**src/rtl/twiddle_seq_if.sv**
```systemverilog
// Handshake bundle between the twiddle sequencer and its stage controller /
// complex-multiplier consumer.
interface twiddle_seq_if #(
  parameter int W    = 8,
  parameter int W1   = 9,
  parameter int LOGN = 4
);
  logic                       start;
  logic [$clog2(LOGN)-1:0]    stage;
  logic                       ready;
  logic                       valid;
  logic [W-1:0]               c_out;
  logic [W1-1:0]              cps_out;
  logic [W1-1:0]              cms_out;
  logic [LOGN-2:0]            tw_idx;
  logic                       last;
  logic                       busy;
  logic                       done;

  modport master (
    input  start, stage, ready,
    output valid, c_out, cps_out, cms_out, tw_idx, last, busy, done
  );

  modport slave (
    output start, stage, ready,
    input  valid, c_out, cps_out, cms_out, tw_idx, last, busy, done
  );
endinterface

```
**src/rtl/twiddle_seq.sv**
```systemverilog
// Twiddle-factor sequencer: streams (cos, cos+sin, cos-sin) coefficients for one
// radix-2 DIT FFT stage per start request, stallable through valid/ready.
module twiddle_seq #(
  parameter int W    = 8,
  parameter int W1   = 9,
  parameter int LOGN = 4
) (
  input logic           clk,
  input logic           reset,
  twiddle_seq_if.master tw
);
  localparam int BW = LOGN - 1;
  localparam int SW = $clog2(LOGN);
  localparam int TW = W + 2 * W1;
  localparam logic [BW-1:0] B_LAST = {BW{1'b1}};
  localparam logic [BW-1:0] B_ONE  = {{(BW-1){1'b0}}, 1'b1};

  typedef enum logic {IDLE = 1'b0, RUN = 1'b1} state_t;

  state_t        state_r;
  logic [BW-1:0] b_r;
  logic [SW-1:0] stage_r;
  logic          valid_r;
  logic          last_r;
  logic          busy_r;
  logic          done_r;
  logic [W-1:0]  c_r;
  logic [W1-1:0] cps_r;
  logic [W1-1:0] cms_r;
  logic [BW-1:0] idx_r;

  logic [BW-1:0] load_b_s;
  logic [SW-1:0] load_stage_s;
  logic [BW-1:0] load_k_s;
  logic [TW-1:0] load_tw_s;

  // Stage s keeps the low s bits of b and scales them to the N-point index.
  function automatic logic [BW-1:0] twiddle_index(input logic [BW-1:0] b,
                                                  input logic [SW-1:0] s);
    logic [BW-1:0] mask;
    mask = (B_ONE << s) - B_ONE;
    return (b & mask) << (BW - int'(s));
  endfunction

  // Constant table for N=16, A=127, packed as {c, c+s, c-s}.
  function automatic logic [TW-1:0] twiddle_rom(input logic [BW-1:0] k);
    logic [TW-1:0] word;
    case (k)
      3'd0:    word = {8'h7F, 9'h07F, 9'h07F};
      3'd1:    word = {8'h75, 9'h044, 9'h0A6};
      3'd2:    word = {8'h5A, 9'h000, 9'h0B4};
      3'd3:    word = {8'h31, 9'h1BC, 9'h0A6};
      3'd4:    word = {8'h00, 9'h181, 9'h07F};
      3'd5:    word = {8'hCF, 9'h15A, 9'h044};
      3'd6:    word = {8'hA6, 9'h14C, 9'h000};
      3'd7:    word = {8'h8B, 9'h15A, 9'h1BC};
      default: word = {8'h7F, 9'h07F, 9'h07F};
    endcase
    return word;
  endfunction

  // Select the twiddle that the next load will present: b=0 of a new stage, or b+1.
  always_comb begin
    load_b_s     = '0;
    load_stage_s = stage_r;
    if (state_r == IDLE) begin
      load_b_s     = '0;
      load_stage_s = tw.stage;
    end else begin
      load_b_s     = b_r + B_ONE;
      load_stage_s = stage_r;
    end
    load_k_s  = twiddle_index(load_b_s, load_stage_s);
    load_tw_s = twiddle_rom(load_k_s);
  end

  // Stage FSM with registered twiddle outputs.
  always_ff @(posedge clk or posedge reset) begin
    if (reset) begin
      state_r <= IDLE;
      b_r     <= '0;
      stage_r <= '0;
      valid_r <= 1'b0;
      last_r  <= 1'b0;
      busy_r  <= 1'b0;
      done_r  <= 1'b0;
      c_r     <= '0;
      cps_r   <= '0;
      cms_r   <= '0;
      idx_r   <= '0;
    end else begin
      done_r <= 1'b0;
      case (state_r)
        IDLE: begin
          if (tw.start) begin
            stage_r <= tw.stage;
            b_r     <= '0;
            {c_r, cps_r, cms_r} <= load_tw_s;
            idx_r   <= load_k_s;
            last_r  <= (load_b_s == B_LAST);
            valid_r <= 1'b1;
            busy_r  <= 1'b1;
            state_r <= RUN;
          end else begin
            state_r <= IDLE;
          end
        end
        RUN: begin
          if (tw.ready && (b_r == B_LAST)) begin
            valid_r <= 1'b0;
            last_r  <= 1'b0;
            busy_r  <= 1'b0;
            done_r  <= 1'b1;
            state_r <= IDLE;
          end else if (tw.ready) begin
            b_r     <= load_b_s;
            {c_r, cps_r, cms_r} <= load_tw_s;
            idx_r   <= load_k_s;
            last_r  <= (load_b_s == B_LAST);
          end else begin
            state_r <= RUN;
          end
        end
        default: begin
          state_r <= IDLE;
        end
      endcase
    end
  end

  assign tw.valid   = valid_r;
  assign tw.c_out   = c_r;
  assign tw.cps_out = cps_r;
  assign tw.cms_out = cms_r;
  assign tw.tw_idx  = idx_r;
  assign tw.last    = last_r;
  assign tw.busy    = busy_r;
  assign tw.done    = done_r;
endmodule

```
**src/flat_wrapper.sv**
```systemverilog
// flat-port wrapper written by rule: the top's interface ports become plain ports
module twiddle_seq_flat 
#(
  parameter int W    = 8,
  parameter int W1   = 9,
  parameter int LOGN = 4
)
  (clk, reset, tw_start, tw_stage, tw_ready, tw_valid, tw_c_out, tw_cps_out, tw_cms_out, tw_tw_idx, tw_last, tw_busy, tw_done);
  twiddle_seq_if #(.W(W), .W1(W1), .LOGN(LOGN)) tw_i ();
  input logic clk;
  input logic reset;
  input wire logic [$bits(tw_i.start)-1:0] tw_start;
  input wire logic [$bits(tw_i.stage)-1:0] tw_stage;
  input wire logic [$bits(tw_i.ready)-1:0] tw_ready;
  output wire logic [$bits(tw_i.valid)-1:0] tw_valid;
  output wire logic [$bits(tw_i.c_out)-1:0] tw_c_out;
  output wire logic [$bits(tw_i.cps_out)-1:0] tw_cps_out;
  output wire logic [$bits(tw_i.cms_out)-1:0] tw_cms_out;
  output wire logic [$bits(tw_i.tw_idx)-1:0] tw_tw_idx;
  output wire logic [$bits(tw_i.last)-1:0] tw_last;
  output wire logic [$bits(tw_i.busy)-1:0] tw_busy;
  output wire logic [$bits(tw_i.done)-1:0] tw_done;
  assign tw_i.start = tw_start;
  assign tw_i.stage = tw_stage;
  assign tw_i.ready = tw_ready;
  assign tw_valid = tw_i.valid;
  assign tw_c_out = tw_i.c_out;
  assign tw_cps_out = tw_i.cps_out;
  assign tw_cms_out = tw_i.cms_out;
  assign tw_tw_idx = tw_i.tw_idx;
  assign tw_last = tw_i.last;
  assign tw_busy = tw_i.busy;
  assign tw_done = tw_i.done;
  twiddle_seq #(.W(W), .W1(W1), .LOGN(LOGN)) u_core (.clk(clk), .reset(reset), .tw(tw_i));
endmodule
```
**config.mk**
```make
export PLATFORM = sky130hd
export DESIGN_NAME = twiddle_seq_flat
export DESIGN_NICKNAME = d
export VERILOG_FILES = /design/src/rtl/twiddle_seq_if.sv /design/src/rtl/twiddle_seq.sv /design/src/flat_wrapper.sv
export SDC_FILE = /design/constraint.sdc
export NUM_CORES = 1
export LEC_CHECK = 0
export ABC_AREA = 1
export CORE_MARGIN = 10
export CORE_UTILIZATION = 35
export CTS_CLUSTER_DIAMETER = 150
export DETAILED_ROUTE_END_ITERATION = 16
export PLACE_DENSITY = 0.68
export SLEW_MARGIN = 20
export SYNTH_ARGS = -nofsm -noshare
export SYNTH_HDL_FRONTEND = slang
export SYNTH_SLANG_ARGS = --single-unit
```
**constraint.sdc**
```tcl
create_clock -name clk -period 1.8 [get_ports clk]
set_input_delay 0.18 -clock clk [delete_from_list [all_inputs] [get_ports clk]]
set_output_delay 0.18 -clock clk [all_outputs]
set_load 0.01 [all_outputs]
```
==> summary.txt, run 1 <==
Synth
  • Synth Flop Type: dfrtp_1
  • Avg Cell Area, Syn: 9.08 µm²
  • Number of synthesized flops with an enable pin: 0
  • Asr flop ratio synth: 100%
  • Post-Synthesis Cells: around 200
  • Cell Area, Synth: ~1800 µm²
  • Yosys reg bits: 36
  • Yosys warning count: 0
  • Number of distinct library cells after synthesis: 25
  • Syn_nets: between 200 and 250
  • Post-synthesis sequential area ratio: between 40% and 50%

Global route
  • GRT overflow: 0
  • Largest net degree at the start of global routing: 37
  • Number of global-route vias before repair: 1566
  • Initial antenna violation count: 0
  • Total Routing Usage GR: between 10% and 20%
  • First-pass GRT wire length: roughly 7600 µm

Pwr
  • Pwr/cell area: 2090 nW/µm²
  • LEAKAGE: roughly 1.2 nW
  • Maximum vdd drop: 0.000847 V

Critical path
  • Critical path type: reg -> reg
  • Reg2reg start: u_core.b_r[0]
  • CP dominant cell by count: nand2_1
  • CP Launch Point: u_core.b_r[0]
  • CP Launch Type: register
  • CP endpoint kind: register
  • Crit-path leading delay family: simple AND/OR/NAND/NOR gates
  • Worst Path Max Fanout: 10
  • Max incr delay on CP: 420 ps
  • Critical path buffers and inverters: 0
  • Critical-path cell list: ha_4 -> ha_2 -> nand3_1 -> nand3_4 -> nand2_4 -> nand2_1 -> nand2_1 -> nand2_1 -> nand2_1
  • Required time worst endpoint: 1980 ps
  • Critical path's slowest cell: dfrtp_1
  • Critical Path AT: between 1500 and 2000 ps

Timing
  • Final period util: roughly 94%
  • Slew at the pin closest to its max-slew limit: about 460 ps
  • Max_slew headroom: 69.3%
  • Final min period: around 1700 ps
  • Setup Skew: 7.10 ps
  • Final hold viol count: 0
  • Worst hold slack: slightly below 300 ps
  • Count of pins over their slew limit: 0
  • Maximum clock frequency: 0.588 GHz
  • Final setup viols: 0
  • Final setup TNS: 0 ps

Placement
  • Placed insts: about 310
  • Final GP Congestion: about 0.8
  • PortBufs: 38
  • Placed cell area: 2340 µm²
  • HPWL Detailed: a little over 3000 µm

Floorplanning
  • Die W: roughly 92 µm
  • Die Height: 91.8 µm
  • Initial Util: between 30 and 40%
  • Core area: ~5000 µm²
  • Row count: 26
  • Die Area: roughly 8400 µm²
  • I/O pin total: 39

Final layout
  • N_diodes: 0
  • Storage element area: approximately 900 µm²
  • Share of layout cells above drive strength 1: approximately a quarter
  • Final cell count without fillers: between 300 and 400
  • Fill count: roughly 480
  • Multi-input gate area: approximately 840 µm²
  • Fin util: roughly half
  • Area growth, synth to finish: 41.1%
  • Fin area: ~2500 µm²
  • Layout Nets: 270

Routing
  • Final ANT Viol Nets: 0
  • Post-Route WL: between 4000 and 5000 µm
  • DRC violation count after routing: 0
  • Via density: 4.47
  • Via count: ~1.5k
  • Initial drt markers: between 50 and 60
  • First-pass DRT Iterations: 4
  • Routed len/inst: approximately 13 µm

Clock tree
  • CTS H-tree lvls: 2
  • Cts bufs inserted: 5
  • TritonCTS clock tree: done
  • Clock latency at the later pin of the worst-skew pair: 290 ps
  • Max clock buf depth: 2
  • Clock Tree Root: clkbuf_8
  • Clock Sinks: 36
  • CTS clock-pin slew for the worst setup and hold paths: around 70 ps

Hold path
  • Hold Crit Class: in -> async

Run
  • Max-Cap Viols: 0

Status
  • Outcome: complete, no violations
kinds of logic (layout without fill, tap and decap cells):
logic type / count (synthesis) / in the layout / share of synthesized area, %
AOI/OAI and AO/OA: 13 / 13 / 4.22
DFF: 36 / 36 / 49.9
adders and majority gates: 7 / 7 / 4.85
buffers and inverters: 29 / 86 / 8.17
and+or+nand+nor: 114 / 115 / 32.9
placed cells by master (no fill, tap or decap), types with 2 or more instances in the layout:
cell	n
ha_1	3
nand3_4	3
nand2_2	3
nand3_1	24
nand3_2	3
ha_2	2
nand4_1	2
nor2_4	4
inv_2	6
a21oi_1	3
a22o_1	2
clkdlybuf4s50_1	38
inv_1	13
buf_4	20
dfrtp_1	35
nand2_1	63
o21ai_0	5
clkbuf_8	5
nand2_4	6
buf_12	2
ha_4	2
nor2_1	4
what timing repair did:
| action | CTS | global route |
|---|---|---|
| gates cloned | 0 | 1 |
| buffers inserted | 0 | 6 |
| setup endpoints to repair | 29 | 29 |
| pin swaps | 0 | 2 |
| hold buffers | 0 | 0 |
| gates resized for setup | 2 | 15 |
| hold endpoints to repair | 0 | 0 |
cell usage after synthesis, types with 4 or more instances:
cell type   n  area (µm²)
buf_2       4        20.0
dfrtp_1    36         901
ha_1        7        87.6
inv_1      16        60.1
nand2_1    64         240
nand2_2     4        25.0
nand2_4     4        45.0
nand3_1    25         125
nand3_2     4        40.0
nor2_1      5        18.8
o21ai_0     5        25.0
per-stage QoR:
stage          setup slack (ps)  total power [mW]
3_5_place_dp               -241              4.48
5_1_grt                   -7.40              5.86
6_report                   99.8              5.32
3_3_place_gp               -154              4.43
2_1_floorplan               166              3.26
4_1_cts                    29.2              5.05
path summary, 6_finish.rpt:
check | to | slack, ps | cells after the start
worst max-delay path | u_core.tw.cps_out[2] | 100 | 9
worst min-delay path | u_core.tw.cps_out[8] | 290 | 3
worst max register to register | u_core.tw.cps_out[2] | 100 | 9
worst min register to register | u_core.tw.tw_idx[0] | 490 | 2
max in group asynchronous | u_core.state_r | 1160 | 3
min in group clk | u_core.stage_r[0] | 480 | 3
cell type report:
cell class              instances  share of cell area, %
flip-flops and latches         36                   35.4
clock buffers                   6                   2.85
multi-input cells             135                   32.9
repair buffers                 60                   22.4
clock inverters                 1                  0.196
well taps                      70                   3.44
inverters                      19                   2.80
sequential cells by signal, summed over array words and instances (netlist names):
register,count
u_core.tw.done,1
u_core.tw.last,1
u_core.b_r,3
u_core.state_r,1
u_core.tw.valid,1
u_core.tw.c_out,7
u_core.tw.cps_out,9
u_core.tw.tw_idx,3
u_core.stage_r,2
u_core.tw.cms_out,8
report_power, final:
group | internal, mW | leakage, nW | total, mW | switching, mW
sequential | 1.20 | 0.436 | 1.44 | 0.241
clock | 0.263 | 0.0410 | 0.532 | 0.269
combinational | 1.60 | 0.753 | 3.34 | 1.74
tightest hold or removal path: cells and delay by family:
| kind | cells | cell delay [ps] |
|---|---|---|
| buffers and inverters | 3 | 820 |
metal layers:
layer	track usage [%]	wire, µm	vias up
li1	-	-	750
met1	13.4	2060	679
met2	16.9	1950	28
met3	4.65	266	5
met4	4.11	73	0
met5	0	0	-
(Power assumes the default switching activity.)
==> inputs of run 2 (changes only) <==
==> constraint.sdc (replaced) <==
create_clock -name clk -period 1.9 [get_ports clk]
set_input_delay 0.19 -clock clk [delete_from_list [all_inputs] [get_ports clk]]
set_output_delay 0.19 -clock clk [all_outputs]
set_load 0.01 [all_outputs]
==> run 2 against run 1 <==
Compared with the run above:
- largest power group unchanged
- global-route usage is 0.74 points lower
- worst setup slack better by 33 ps
- hold slack better by 19 ps
- first-iteration DRC count is 25% higher
- sequential share of layout area is 2.2 points higher
- register-to-register slack better by 30 ps
- flip-flop and latch count stayed put
- die area stayed put
- combinational power is 16% lower
- cell count is 4.3% lower
- non-clock buffer count is 13 lower
- sequential power is 5% lower
==> summary.txt, run 2 (synthesis results as in run 1) <==
Clock tree
  • CTS clock-pin slew for the worst setup and hold paths: roughly 70 ps
  • TritonCTS clock tree: done
  • Clock latency at the later pin of the worst-skew pair: 280 ps
  • Clock Tree Root: clkbuf_8
  • Post-CTS setup buffer count: 0
  • Clock Sinks: 36
  • CTS H-tree lvls: 2
  • Max clock buf depth: 2
  • Cts bufs inserted: 5

Critical path
  • Max incr delay on CP: approximately 450 ps
  • Critical-path cell list: ha_4 -> ha_1 -> nand3_1 -> nand3_4 -> nand2_4 -> nand2_1 -> nand2_1 -> nand2_1 -> nand2_1
  • CP dominant cell by count: nand2_1
  • Critical path's slowest cell: dfrtp_2
  • Required time worst endpoint: 2070 ps
  • Worst Path Max Fanout: 10
  • Reg2reg path depth: 9
  • Critical path type: reg -> reg
  • CP endpoint kind: register
  • CP Launch Type: register
  • Critical Path AT: roughly 1900 ps

Routing
  • Routed len/inst: between 10 and 15 µm
  • Post-Route WL: around 4200 µm
  • Initial drt markers: 70
  • Via density: 4.58
  • DRC violation count after routing: 0
  • First-pass DRT Iterations: 4
  • Final ANT Viol Nets: 0
  • Via count: around 1.4k

Run
  • Max-Cap Viols: 0

Timing
  • Final setup TNS: 0 ps
  • Final period util: between 90 and 100%
  • Worst hold slack: 308 ps
  • Final setup viols: 0
  • Max_slew headroom: a little over two thirds
  • Final min period: roughly 1800 ps
  • Maximum clock frequency: around 0.57 GHz
  • Final hold viol count: 0
  • Count of pins over their slew limit: 0
  • RSZ-0062 raised after global routing: false
  • Setup ws final: ~130 ps
  • Slew at the pin closest to its max-slew limit: roughly 460 ps
  • Setup Skew: approximately 5.3 ps

Placement
  • HPWL Detailed: approximately 3100 µm
  • Final GP Congestion: 0.835
  • Place WS: around 36 ps
  • PortBufs: 38
  • Placed cell area: about 2300 µm²

Hold path
  • Hold Crit Class: in -> async

Pwr
  • Total Power: ~4.7 mW
  • Maximum vdd drop: 0.000820 V
  • Pwr/cell area: 1980 nW/µm²
  • LEAKAGE: around 1.2 nW

Final layout
  • Most frequent cells in the layout: nand2_1 (64), clkdlybuf4s50_1 (38), dfrtp_1 (35)
  • Fin area: between 2000 and 2500 µm²
  • Storage element area: between 900 and 1000 µm²
  • Most common cell after layout, fill and taps aside: nand2_1
  • Share of layout cells above drive strength 1: 16.0%
  • N_diodes: 0
  • Fill count: 464
  • Layout Nets: between 200 and 300
  • Area growth, synth to finish: 32.9%
  • Multi-input gate area: between 700 and 800 µm²
  • Max FFs per register: 9

Global route
  • Number of global-route vias before repair: between 1k and 1.5k
  • GRT overflow: 0
  • First-pass GRT wire length: between 7000 and 8000 µm
  • Initial antenna violation count: 0
  • Total Routing Usage GR: between 10% and 20%
  • Largest net degree at the start of global routing: 37

Floorplanning
  • Die W: 91.8 µm
  • Die Height: 91.8 µm
  • Row count: 26
  • I/O pin total: 39
  • Die Area: between 8000 and 9000 µm²
  • Core area: a little over 5000 µm²
  • Initial Util: a little over a third

Status
  • Outcome: complete, no violations
==> run 2: cell count changes in the layout (fill, tap and decap cells not counted), sizes merged <==
cell,delta
clkinv,-1
nor2,-1
buf,-13
clkbuf,+1
==> run 2: path summary, 6_finish.rpt <==
path	start	end	slack, ps
hold reg to reg	u_core.tw.tw_idx[2]	u_core.tw.tw_idx[2]	480
min in group clk	u_core.tw.tw_idx[2]	u_core.tw.tw_idx[2]	480
setup reg to reg	u_core.b_r[0]	u_core.tw.cps_out[2]	130
max in group asynchronous	reset	u_core.b_r[0]	1250
hold / removal	reset	u_core.tw.cms_out[1]	310
setup / recovery	u_core.b_r[0]	u_core.tw.cps_out[2]	130
==> run 2: cell type report <==
class                      count  share of cell area, %
tap                           70                   3.65
multi-input combinational    134                   32.6
clock buffer                   7                   4.01
inverter                      19                   2.97
timing repair buffer          47                   19.2
sequential                    36                   37.6
==> run 2: timing repair <==
item                                    in CTS  in global routing
endpoints found under the hold margin        0                  0
gates resized for setup                      0                  4
hold buffers                                 0                  0
endpoints found under the setup margin       0                 26
==> run 2: power by group <==
part           internal, mW  leakage (nW)  switching (mW)  total, mW
registers              1.14         0.436           0.234       1.37
clock network         0.323        0.0503           0.254      0.577
logic                  1.27         0.683            1.53       2.80
==> run 2: per-layer routing <==
| layer | vias to the layer above | part of all wire (%) | global-route usage (%) | wire, µm |
|---|---|---|---|---|
| met4 | 0 | 1.5 | 5.01 | 63 |
| li1 | 718 | - | - | - |
| met1 | 677 | 46 | 12.8 | 1940 |
| met3 | 5 | 6.4 | 3.10 | 270 |
| met2 | 35 | 46 | 15.7 | 1920 |
| met5 | - | 0 | 0 | 0 |
==> run 2: stage by stage <==
step                      instances  util, %
after detailed placement        306     45.2
final                           313     47.6
after CTS                       313     47.1
after global placement          306     45.2
after global routing            313     47.6
after floorplan                 199        -
==> run 2: worst max-delay path, delay by kind of cell, from the launching register on <==
family        cells  cell delay (ps)
simple gates      7              720
fa+ha+maj         2              490
flops             1              450
